<file path="src/rtl/vga_grid_pkg.sv">
// -----------------------------------------------------------------------------
// vga_grid_pkg
// Shared definitions for the tile-grid VGA display:
//   - clog2 helper (never returns less than 1, so it can size vectors directly)
//   - colour field widths and the blank (black) colour
//   - clear-sweep FSM state type
//   - VGA_PAL_SLICE macro: picks entry idx out of a packed {r,g,b} palette
// -----------------------------------------------------------------------------
`ifndef VGA_GRID_PKG_SV
`define VGA_GRID_PKG_SV

// Entry idx of a packed palette; entry 0 sits in the least significant bits.
`define VGA_PAL_SLICE(pal, idx) pal[vga_grid_pkg::RGB_W*(idx) +: vga_grid_pkg::RGB_W]

package vga_grid_pkg;

    localparam int CH_W  = 2;          // bits per colour channel
    localparam int RGB_W = 3 * CH_W;   // packed {r,g,b}

    localparam logic [RGB_W-1:0] BLANK_RGB = '0;

    typedef enum logic {
        CLR_IDLE,
        CLR_SWEEP
    } clr_state_e;

    // Width needed to hold values 0..value-1, minimum 1 bit.
    function automatic int clog2(input int value);
        int w;
        w = 1;
        while ((1 << w) < value) begin
            w = w + 1;
        end
        return w;
    endfunction

endpackage

`endif

</file>
<file path="src/rtl/grid_ram_dp.sv">
// -----------------------------------------------------------------------------
// grid_ram_dp
// Cell RAM for the tile grid. One write port shared by the clear sweep and the
// host (sweep wins when both request), one independent registered read port.
// A read and a write to the same address on one edge return the old data.
//
// Ports:
//   clk         pixel clock
//   sweep_we    clear-sweep write enable      (priority)
//   sweep_addr  clear-sweep address
//   sweep_data  clear-sweep data
//   host_we     host write enable
//   host_addr   host write address
//   host_data   host write data
//   rd_addr     display read address
//   rd_data     display read data, one cycle after rd_addr
// -----------------------------------------------------------------------------
module grid_ram_dp #(
    parameter int DEPTH = 256,
    parameter int AW    = 8,
    parameter int DW    = 2
) (
    input  logic          clk,
    input  logic          sweep_we,
    input  logic [AW-1:0] sweep_addr,
    input  logic [DW-1:0] sweep_data,
    input  logic          host_we,
    input  logic [AW-1:0] host_addr,
    input  logic [DW-1:0] host_data,
    input  logic [AW-1:0] rd_addr,
    output logic [DW-1:0] rd_data
);

    logic [DW-1:0] mem [DEPTH];

    logic          wr_en;
    logic [AW-1:0] wr_addr;
    logic [DW-1:0] wr_data;
    logic [DW-1:0] rd_data_q;

    always_comb begin
        wr_en   = sweep_we || host_we;
        wr_addr = sweep_we ? sweep_addr : host_addr;
        wr_data = sweep_we ? sweep_data : host_data;
    end

    // No reset: contents survive rst, and this maps onto block RAM.
    always_ff @(posedge clk) begin
        if (wr_en) begin
            mem[wr_addr] <= wr_data;
        end
        rd_data_q <= mem[rd_addr];
    end

    assign rd_data = rd_data_q;

endmodule

</file>
<file path="src/rtl/vga_grid_display.sv">
// -----------------------------------------------------------------------------
// vga_grid_display
// Maps VGA pixel coordinates onto a GRID_W x GRID_H palette-indexed cell RAM and
// drives 2-bit-per-channel RGB with a fixed 2-cycle latency. Includes a host
// write port, a hardware clear sweep and a blinking (inverting) cursor.
//
// Ports:
//   clk, rst            pixel clock, asynchronous active-high reset
//   xcoor, ycoor        current pixel coordinates from the timing generator
//   frame_start         one-cycle pulse per frame (drives the cursor blink)
//   wr_valid/wr_ready   host write handshake; wr_x, wr_y, wr_data = cell/value
//   clear_req, busy     start clear sweep / sweep in progress
//   cursor_en/_x/_y     cursor overlay enable and cell position
//   red, green, blue    registered colour output
//
// Pipeline: edge k registers window flags, RAM address and cursor match;
// edge k+1 reads the RAM; edge k+2 loads the output colour register.
// -----------------------------------------------------------------------------
module vga_grid_display
    import vga_grid_pkg::*;
#(
    parameter int GRID_W       = 16,
    parameter int GRID_H       = 16,
    parameter int CELL_SHIFT   = 4,
    parameter int X0           = 192,
    parameter int Y0           = 112,
    parameter int H_VIS        = 640,
    parameter int V_VIS        = 480,
    parameter int CELL_BITS    = 2,
    parameter logic [RGB_W*(1<<CELL_BITS)-1:0] PALETTE = {6'h3F, 6'h30, 6'h0C, 6'h00},
    parameter logic [RGB_W-1:0]     BORDER_RGB   = 6'h3F,
    parameter logic [CELL_BITS-1:0] CLEAR_VAL    = '0,
    parameter int                   BLINK_FRAMES = 30,
    localparam int XW    = clog2(GRID_W),
    localparam int YW    = clog2(GRID_H),
    localparam int AW    = XW + YW,
    localparam int DEPTH = GRID_W * GRID_H,
    localparam int BW    = clog2(BLINK_FRAMES)
) (
    input  logic                 clk,
    input  logic                 rst,
    input  logic [9:0]           xcoor,
    input  logic [9:0]           ycoor,
    input  logic                 frame_start,
    input  logic                 wr_valid,
    output logic                 wr_ready,
    input  logic [XW-1:0]        wr_x,
    input  logic [YW-1:0]        wr_y,
    input  logic [CELL_BITS-1:0] wr_data,
    input  logic                 clear_req,
    output logic                 busy,
    input  logic                 cursor_en,
    input  logic [XW-1:0]        cursor_x,
    input  logic [YW-1:0]        cursor_y,
    output logic [CH_W-1:0]      red,
    output logic [CH_W-1:0]      green,
    output logic [CH_W-1:0]      blue
);

    localparam int X_END = X0 + (GRID_W << CELL_SHIFT);
    localparam int Y_END = Y0 + (GRID_H << CELL_SHIFT);

    // ---------------- stage 1: coordinate decode ----------------
    logic [XW-1:0] cx;
    logic [YW-1:0] cy;
    logic          s1_vis_d, s1_vis_q;
    logic          s1_win_d, s1_win_q;
    logic          s1_cur_d, s1_cur_q;
    logic [AW-1:0] s1_addr_d, s1_addr_q;

    always_comb begin
        // Offsets wrap when outside the window; the window flag masks that.
        cx = XW'((xcoor - 10'(X0)) >> CELL_SHIFT);
        cy = YW'((ycoor - 10'(Y0)) >> CELL_SHIFT);

        s1_vis_d  = (int'(xcoor) < H_VIS) && (int'(ycoor) < V_VIS);
        s1_win_d  = (int'(xcoor) >= X0) && (int'(xcoor) < X_END) &&
                    (int'(ycoor) >= Y0) && (int'(ycoor) < Y_END);
        s1_cur_d  = cursor_en && (cx == cursor_x) && (cy == cursor_y);
        s1_addr_d = {cy, cx};
    end

    // ---------------- stage 2: RAM read, flags delayed ----------------
    logic                 s2_vis_d, s2_vis_q;
    logic                 s2_win_d, s2_win_q;
    logic                 s2_cur_d, s2_cur_q;
    logic [CELL_BITS-1:0] ram_rd_data;

    always_comb begin
        s2_vis_d = s1_vis_q;
        s2_win_d = s1_win_q;
        s2_cur_d = s1_cur_q;
    end

    // ---------------- clear sweep FSM ----------------
    clr_state_e    state_d, state_q;
    logic [AW-1:0] sweep_addr_d, sweep_addr_q;
    logic          busy_d, busy_q;
    logic          sweep_we;
    logic          host_we;

    always_comb begin
        state_d      = state_q;
        sweep_addr_d = sweep_addr_q;
        case (state_q)
            CLR_IDLE: begin
                if (clear_req) begin
                    state_d      = CLR_SWEEP;
                    sweep_addr_d = '0;
                end
            end
            CLR_SWEEP: begin
                sweep_addr_d = sweep_addr_q + AW'(1);
                if (sweep_addr_q == AW'(DEPTH - 1)) begin
                    state_d = CLR_IDLE;
                end
            end
            default: state_d = CLR_IDLE;
        endcase
        busy_d = (state_d == CLR_SWEEP);
    end

    assign sweep_we = (state_q == CLR_SWEEP);
    assign busy     = busy_q;
    assign wr_ready = !busy_q;
    assign host_we  = wr_valid && wr_ready;

    grid_ram_dp #(
        .DEPTH (DEPTH),
        .AW    (AW),
        .DW    (CELL_BITS)
    ) u_ram (
        .clk        (clk),
        .sweep_we   (sweep_we),
        .sweep_addr (sweep_addr_q),
        .sweep_data (CLEAR_VAL),
        .host_we    (host_we),
        .host_addr  ({wr_y, wr_x}),
        .host_data  (wr_data),
        .rd_addr    (s1_addr_q),
        .rd_data    (ram_rd_data)
    );

    // ---------------- cursor blink ----------------
    logic [BW-1:0] blink_cnt_d, blink_cnt_q;
    logic          phase_d, phase_q;

    always_comb begin
        blink_cnt_d = blink_cnt_q;
        phase_d     = phase_q;
        if (frame_start) begin
            if (blink_cnt_q == BW'(BLINK_FRAMES - 1)) begin
                blink_cnt_d = '0;
                phase_d     = !phase_q;
            end else begin
                blink_cnt_d = blink_cnt_q + BW'(1);
            end
        end
    end

    // ---------------- stage 3: colour select ----------------
    logic [RGB_W-1:0] pal_rgb;
    logic [RGB_W-1:0] rgb_d, rgb_q;

    always_comb begin
        pal_rgb = `VGA_PAL_SLICE(PALETTE, ram_rd_data);
        rgb_d   = BLANK_RGB;
        if (s2_vis_q) begin
            if (!s2_win_q) begin
                rgb_d = BORDER_RGB;
            end else if (s2_cur_q && phase_q) begin
                rgb_d = ~pal_rgb;
            end else begin
                rgb_d = pal_rgb;
            end
        end
    end

    assign red   = rgb_q[2*CH_W +: CH_W];
    assign green = rgb_q[CH_W   +: CH_W];
    assign blue  = rgb_q[0      +: CH_W];

    // ---------------- state registers ----------------
    always_ff @(posedge clk or posedge rst) begin
        if (rst) begin
            s1_vis_q     <= 1'b0;
            s1_win_q     <= 1'b0;
            s1_cur_q     <= 1'b0;
            s1_addr_q    <= '0;
            s2_vis_q     <= 1'b0;
            s2_win_q     <= 1'b0;
            s2_cur_q     <= 1'b0;
            state_q      <= CLR_IDLE;
            sweep_addr_q <= '0;
            busy_q       <= 1'b0;
            blink_cnt_q  <= '0;
            phase_q      <= 1'b0;
            rgb_q        <= BLANK_RGB;
        end else begin
            s1_vis_q     <= s1_vis_d;
            s1_win_q     <= s1_win_d;
            s1_cur_q     <= s1_cur_d;
            s1_addr_q    <= s1_addr_d;
            s2_vis_q     <= s2_vis_d;
            s2_win_q     <= s2_win_d;
            s2_cur_q     <= s2_cur_d;
            state_q      <= state_d;
            sweep_addr_q <= sweep_addr_d;
            busy_q       <= busy_d;
            blink_cnt_q  <= blink_cnt_d;
            phase_q      <= phase_d;
            rgb_q        <= rgb_d;
        end
    end

endmodule

</file>
<file path="config.mk">
export PLATFORM = sky130hd
export DESIGN_NAME = vga_grid_display
export DESIGN_NICKNAME = d
export VERILOG_FILES = /design/src/rtl/vga_grid_pkg.sv /design/src/rtl/grid_ram_dp.sv /design/src/rtl/vga_grid_display.sv
export SDC_FILE = /design/constraint.sdc
export NUM_CORES = 1
export LEC_CHECK = 0
export ABC_AREA = 1
export CAP_MARGIN = 10
export CORE_ASPECT_RATIO = 1.2
export CORE_MARGIN = 1
export CORE_UTILIZATION = 55
export DETAILED_ROUTE_END_ITERATION = 7
export PLACE_DENSITY_LB_ADDON = 0.08
export SLEW_MARGIN = 0
export SYNTH_ARGS = -nofsm -noshare
export SYNTH_HDL_FRONTEND = slang
export SYNTH_HIERARCHICAL = 1
export SYNTH_SLANG_ARGS = --single-unit
</file>
<file path="constraint.sdc">
create_clock -name clk -period 8.6 [get_ports clk]
set_input_delay 2.58 -clock clk [delete_from_list [all_inputs] [get_ports clk]]
set_output_delay 2.58 -clock clk [all_outputs]
set_load 0.1 [all_outputs]
</file>
==> results <==
- The slowest stage of the critical path belongs to the cell sky130_fd_sc_hd__clkdlybuf4s50_1.
- The clock tree from TritonCTS is built.
- The hold path endpoint is s2_vis_q.
- The die footprint is roughly 44000 um2.
- Of the available clock period, the critical path in the final layout requires 0.6182.
- The buffer type at the clock tree root is sky130_fd_sc_hd__clkbuf_16.
- The fraction of the yosys area taken by sequential cells is 0.6847.
- The final wirelength is approximately 57000 um.
- The number of primary I/O pins is 52.
- The pre-antenna-repair detailed-routing pass consisted of 7 iterations.
- The number of gates resized after CTS was 0.
- The total track usage is 0.2675.
- The remaining routing DRC violations is 0.
- VDD sags by at most between 150 and 200 uV.
- The number of hold buffers added after CTS was 0.
- For the final routed database, the setup TNS stands at 0 ns.
- The post-synth design cell area is ~24000 um2.
- The global-route wire length before repair is 87420 um.
- The signal on the critical path passes through clkdlybuf4s50_1.
- The number of nets in the layout is 2270.
- The total via count after detailed routing is between 15000 and 20000.
- In this run the core area contains 82 standard-cell rows.
- The startpoint identified for the worst register-to-register timing path is s1_addr_q[1].
- In the post-synthesis netlist, the biggest area contributors are sky130_fd_sc_hd__edfxtp_1 (65%), sky130_fd_sc_hd__nand3_1 (11%), sky130_fd_sc_hd__nand2_1 (9.7%).
- The die height is roughly 230 um.
- The cell count after synthesis came out at between 2000 and 2500.
- In this run the post-CTS setup repair buffer count came out at 0.
- The cell taking the most area after synthesis is sky130_fd_sc_hd__edfxtp_1.
- Yosys printed 6 warnings.
- The setup skew after layout is ~0.019 ns.
- The final routed wire length divided by cell count is 20.35 um.
- The area of the core is between 40000 and 50000 um2.
- The path type of the worst setup path is register to output pin.
- The reported max-cap violation count is 0.
- The cell count of the worst hold path is 0.
- The source-to-sink clock delay at the later pin of the worst-skew pair is between 0.5 and 0.6 ns.
- The effective utilization at floorplan is 0.5630.
- Setup violations remaining at the end of the flow were counted as 0.
- The largest net degree at the start of global routing is 181.
- The cell count after placement is 2712.
- The data arrival at the endpoint of the critical path is around 2.7 ns.
- The total clock buffers created by CTS is 53.
- In this run the most critical hold path is launched from s1_vis_q.
- For the worst flop-to-flop path, the logic depth is 11.
- The share of final-layout standard cells stronger than drive strength 1 is 0.05968.
- Yosys mapped the design onto 39 distinct sky130hd cell types.
- Of the post-synthesis cell area, the dominant cell type holds 0.6492.
- Once layout is complete, the cells apart from fillers number ~2800.
- The highest net fanout along the worst path is 21.
- STA classifies the critical path endpoint as an output pin.
- The worst path buffer plus inverter count is 1.
- The number of antenna violations at the first check in global routing is 0.
- Once detail routing completed, the nets flagged for antenna violations numbered 0.
- The detailed placer's ending HPWL is 32220 um.
- The final weighted congestion of routability-driven global placement is just under 0.8.
- The antenna diode count is 0.
- Based on the critical path, the design can be clocked at up to between 150 and 200 MHz.
- The die extent in x is roughly 190 um.
- The required time of the worst setup path is approximately 6.0 ns.
- The leading cell type in the layout, fill and taps excluded is sky130_fd_sc_hd__nand2_1.
- In this design, the stage delay of the slowest critical-path cell is between 1 and 1.5 ns.
- The H-tree generated during clock tree synthesis spans 2 levels.
- The register bit total from synthesis is between 500 and 600.
- The via count of the first global-routing pass is 15770.
- In the layout the commonest cells are sky130_fd_sc_hd__nand2_1 (607), sky130_fd_sc_hd__edfxtp_1 (512), sky130_fd_sc_hd__nand3_1 (502).
- The number of buffers on the longest clock path is 3.
- Clock tree synthesis found a total of around 550 sinks.
- The remaining global-route overflow is 0.
- The detailed router finished its first iteration with roughly 1700 violations.
- The worst max-slew margin expressed relative to the limit is 0.2069.
- The worst-margin pin slew is approximately 1.2 ns.
- The run finished with clean final reports.
- Dividing the synthesized area by the synthesized cell count gives approximately 11 um2.
- The type of the most critical hold path is register to register.
- The area growth from synthesis to layout is 9.294%.
- The number of endpoints with negative hold slack in the final report is 0.
- After clock tree synthesis, the clock-pin slew on the worst setup and hold paths is 0.06 ns.
- The cell family with the largest share of critical-path delay is buffers and inverters.
- The final-report max-slew violation count is 0.
- The total power divided by cell area is roughly 250 nW/um2.
- The endpoint identified for the worst register-to-register timing path is u_ram/rd_data[1].
- After layout, the minimum clock period comes to ~5.3 ns.
- The count of buffers added on input and output ports is 43.
- Setup repair after global routing left no endpoint under its margin.
- Setup slack on the worst reg-to-reg path comes out at between 4 and 5 ns.
- The routed via count divided by cell count is roughly 5.8.
- The type of element launching the critical path is a register.
- The static power due to leakage is 9.139 nW.
-- worst max path at each step --
stage	startpoint	to	slack [ns]	cells after the start
after detailed placement	wr_valid	u_ram/mem[219][0]	3.18	7
after global placement	wr_valid	u_ram/mem[10][0]	3.20	7
after CTS	busy	busy	3.26	1
after global routing	busy	busy	3.17	1
final	busy	busy	3.28	1
after floorplan	wr_data[0]	u_ram/mem[0][0]	2.10	2
-- area by class of cell --
| type | count | area (um2) |
|---|---|---|
| clock buffer | 70 | 1440 |
| clock inverter | 26 | 153.9 |
| fill | 3446 | 16180 |
| inverter | 69 | 266.5 |
| multi-input combinational | 1491 | 6544 |
| sequential | 546 | 16220 |
| tap | 546 | 683.2 |
| timing repair buffer | 60 | 570.5 |
-- sequential cells by signal, summed over array words and instances, names as in the netlist, 2 cells and up --
| name | cells |
|---|---|
| u_ram/mem | 512 |
| s1_addr_q | 8 |
| sweep_addr_q | 8 |
| blink_cnt_q | 5 |
| rgb_q | 3 |
| u_ram/rd_data | 2 |
-- layer usage --
metal,track usage,share of wire,up-vias
li1,-,-,7631
met5,0,0,-
met4,0.08482,0.031,0
met1,0.3556,0.39,7851
met3,0.03325,0.074,109
met2,0.4569,0.50,592
-- cell usage after synthesis (all sizes together) --
cell type	instances
dfrtp	32
o211a	1
conb	1
dfxtp	2
xnor2	1
o22ai	3
ha	5
nand3	504
clkinv	1
o31ai	1
or2	9
edfxtp	512
nor2	312
nor3b	1
o21ai	17
a22o	1
xor2	4
buf	117
a21boi	2
inv	68
o21bai	1
nor3	2
a21oi	10
nand2	613
nand4	2
clkbuf	30
-- kinds of logic after synthesis --
logic type,after synthesis,share of synthesized area
other,1,0.0001584
AND/OR/NAND/NOR,1443,0.2609
buffers and inverters,216,0.03973
XOR/XNOR,5,0.002167
adder cells (fa/ha/maj),5,0.002642
flip-flops,546,0.6847
AO/OA/AOI/OAI,36,0.009669
-- through the flow --
stage            util  total power, mW  instance area, um2  hold slack [ns]  setup WS, ns
2_1_floorplan       -            3.885               23690           0.3312         2.096
3_3_place_gp   0.5774            4.255               24290           0.3383         3.197
3_5_place_dp   0.5774            4.274               24290           0.3412         3.180
4_1_cts        0.6153            6.410               25880           0.3459         3.259
5_1_grt        0.6153            6.606               25880           0.3531         3.166
6_report       0.6153            6.373               25880           0.3462         3.283
-- power by group --
part | switching [mW] | leakage [nW] | internal, mW
sequential | 0.0709 | 5.00 | 3.06
clock | 0.950 | 0.786 | 1.20
combinational | 0.861 | 3.35 | 0.223
Note: power is estimated with default switching activity, not from simulation.
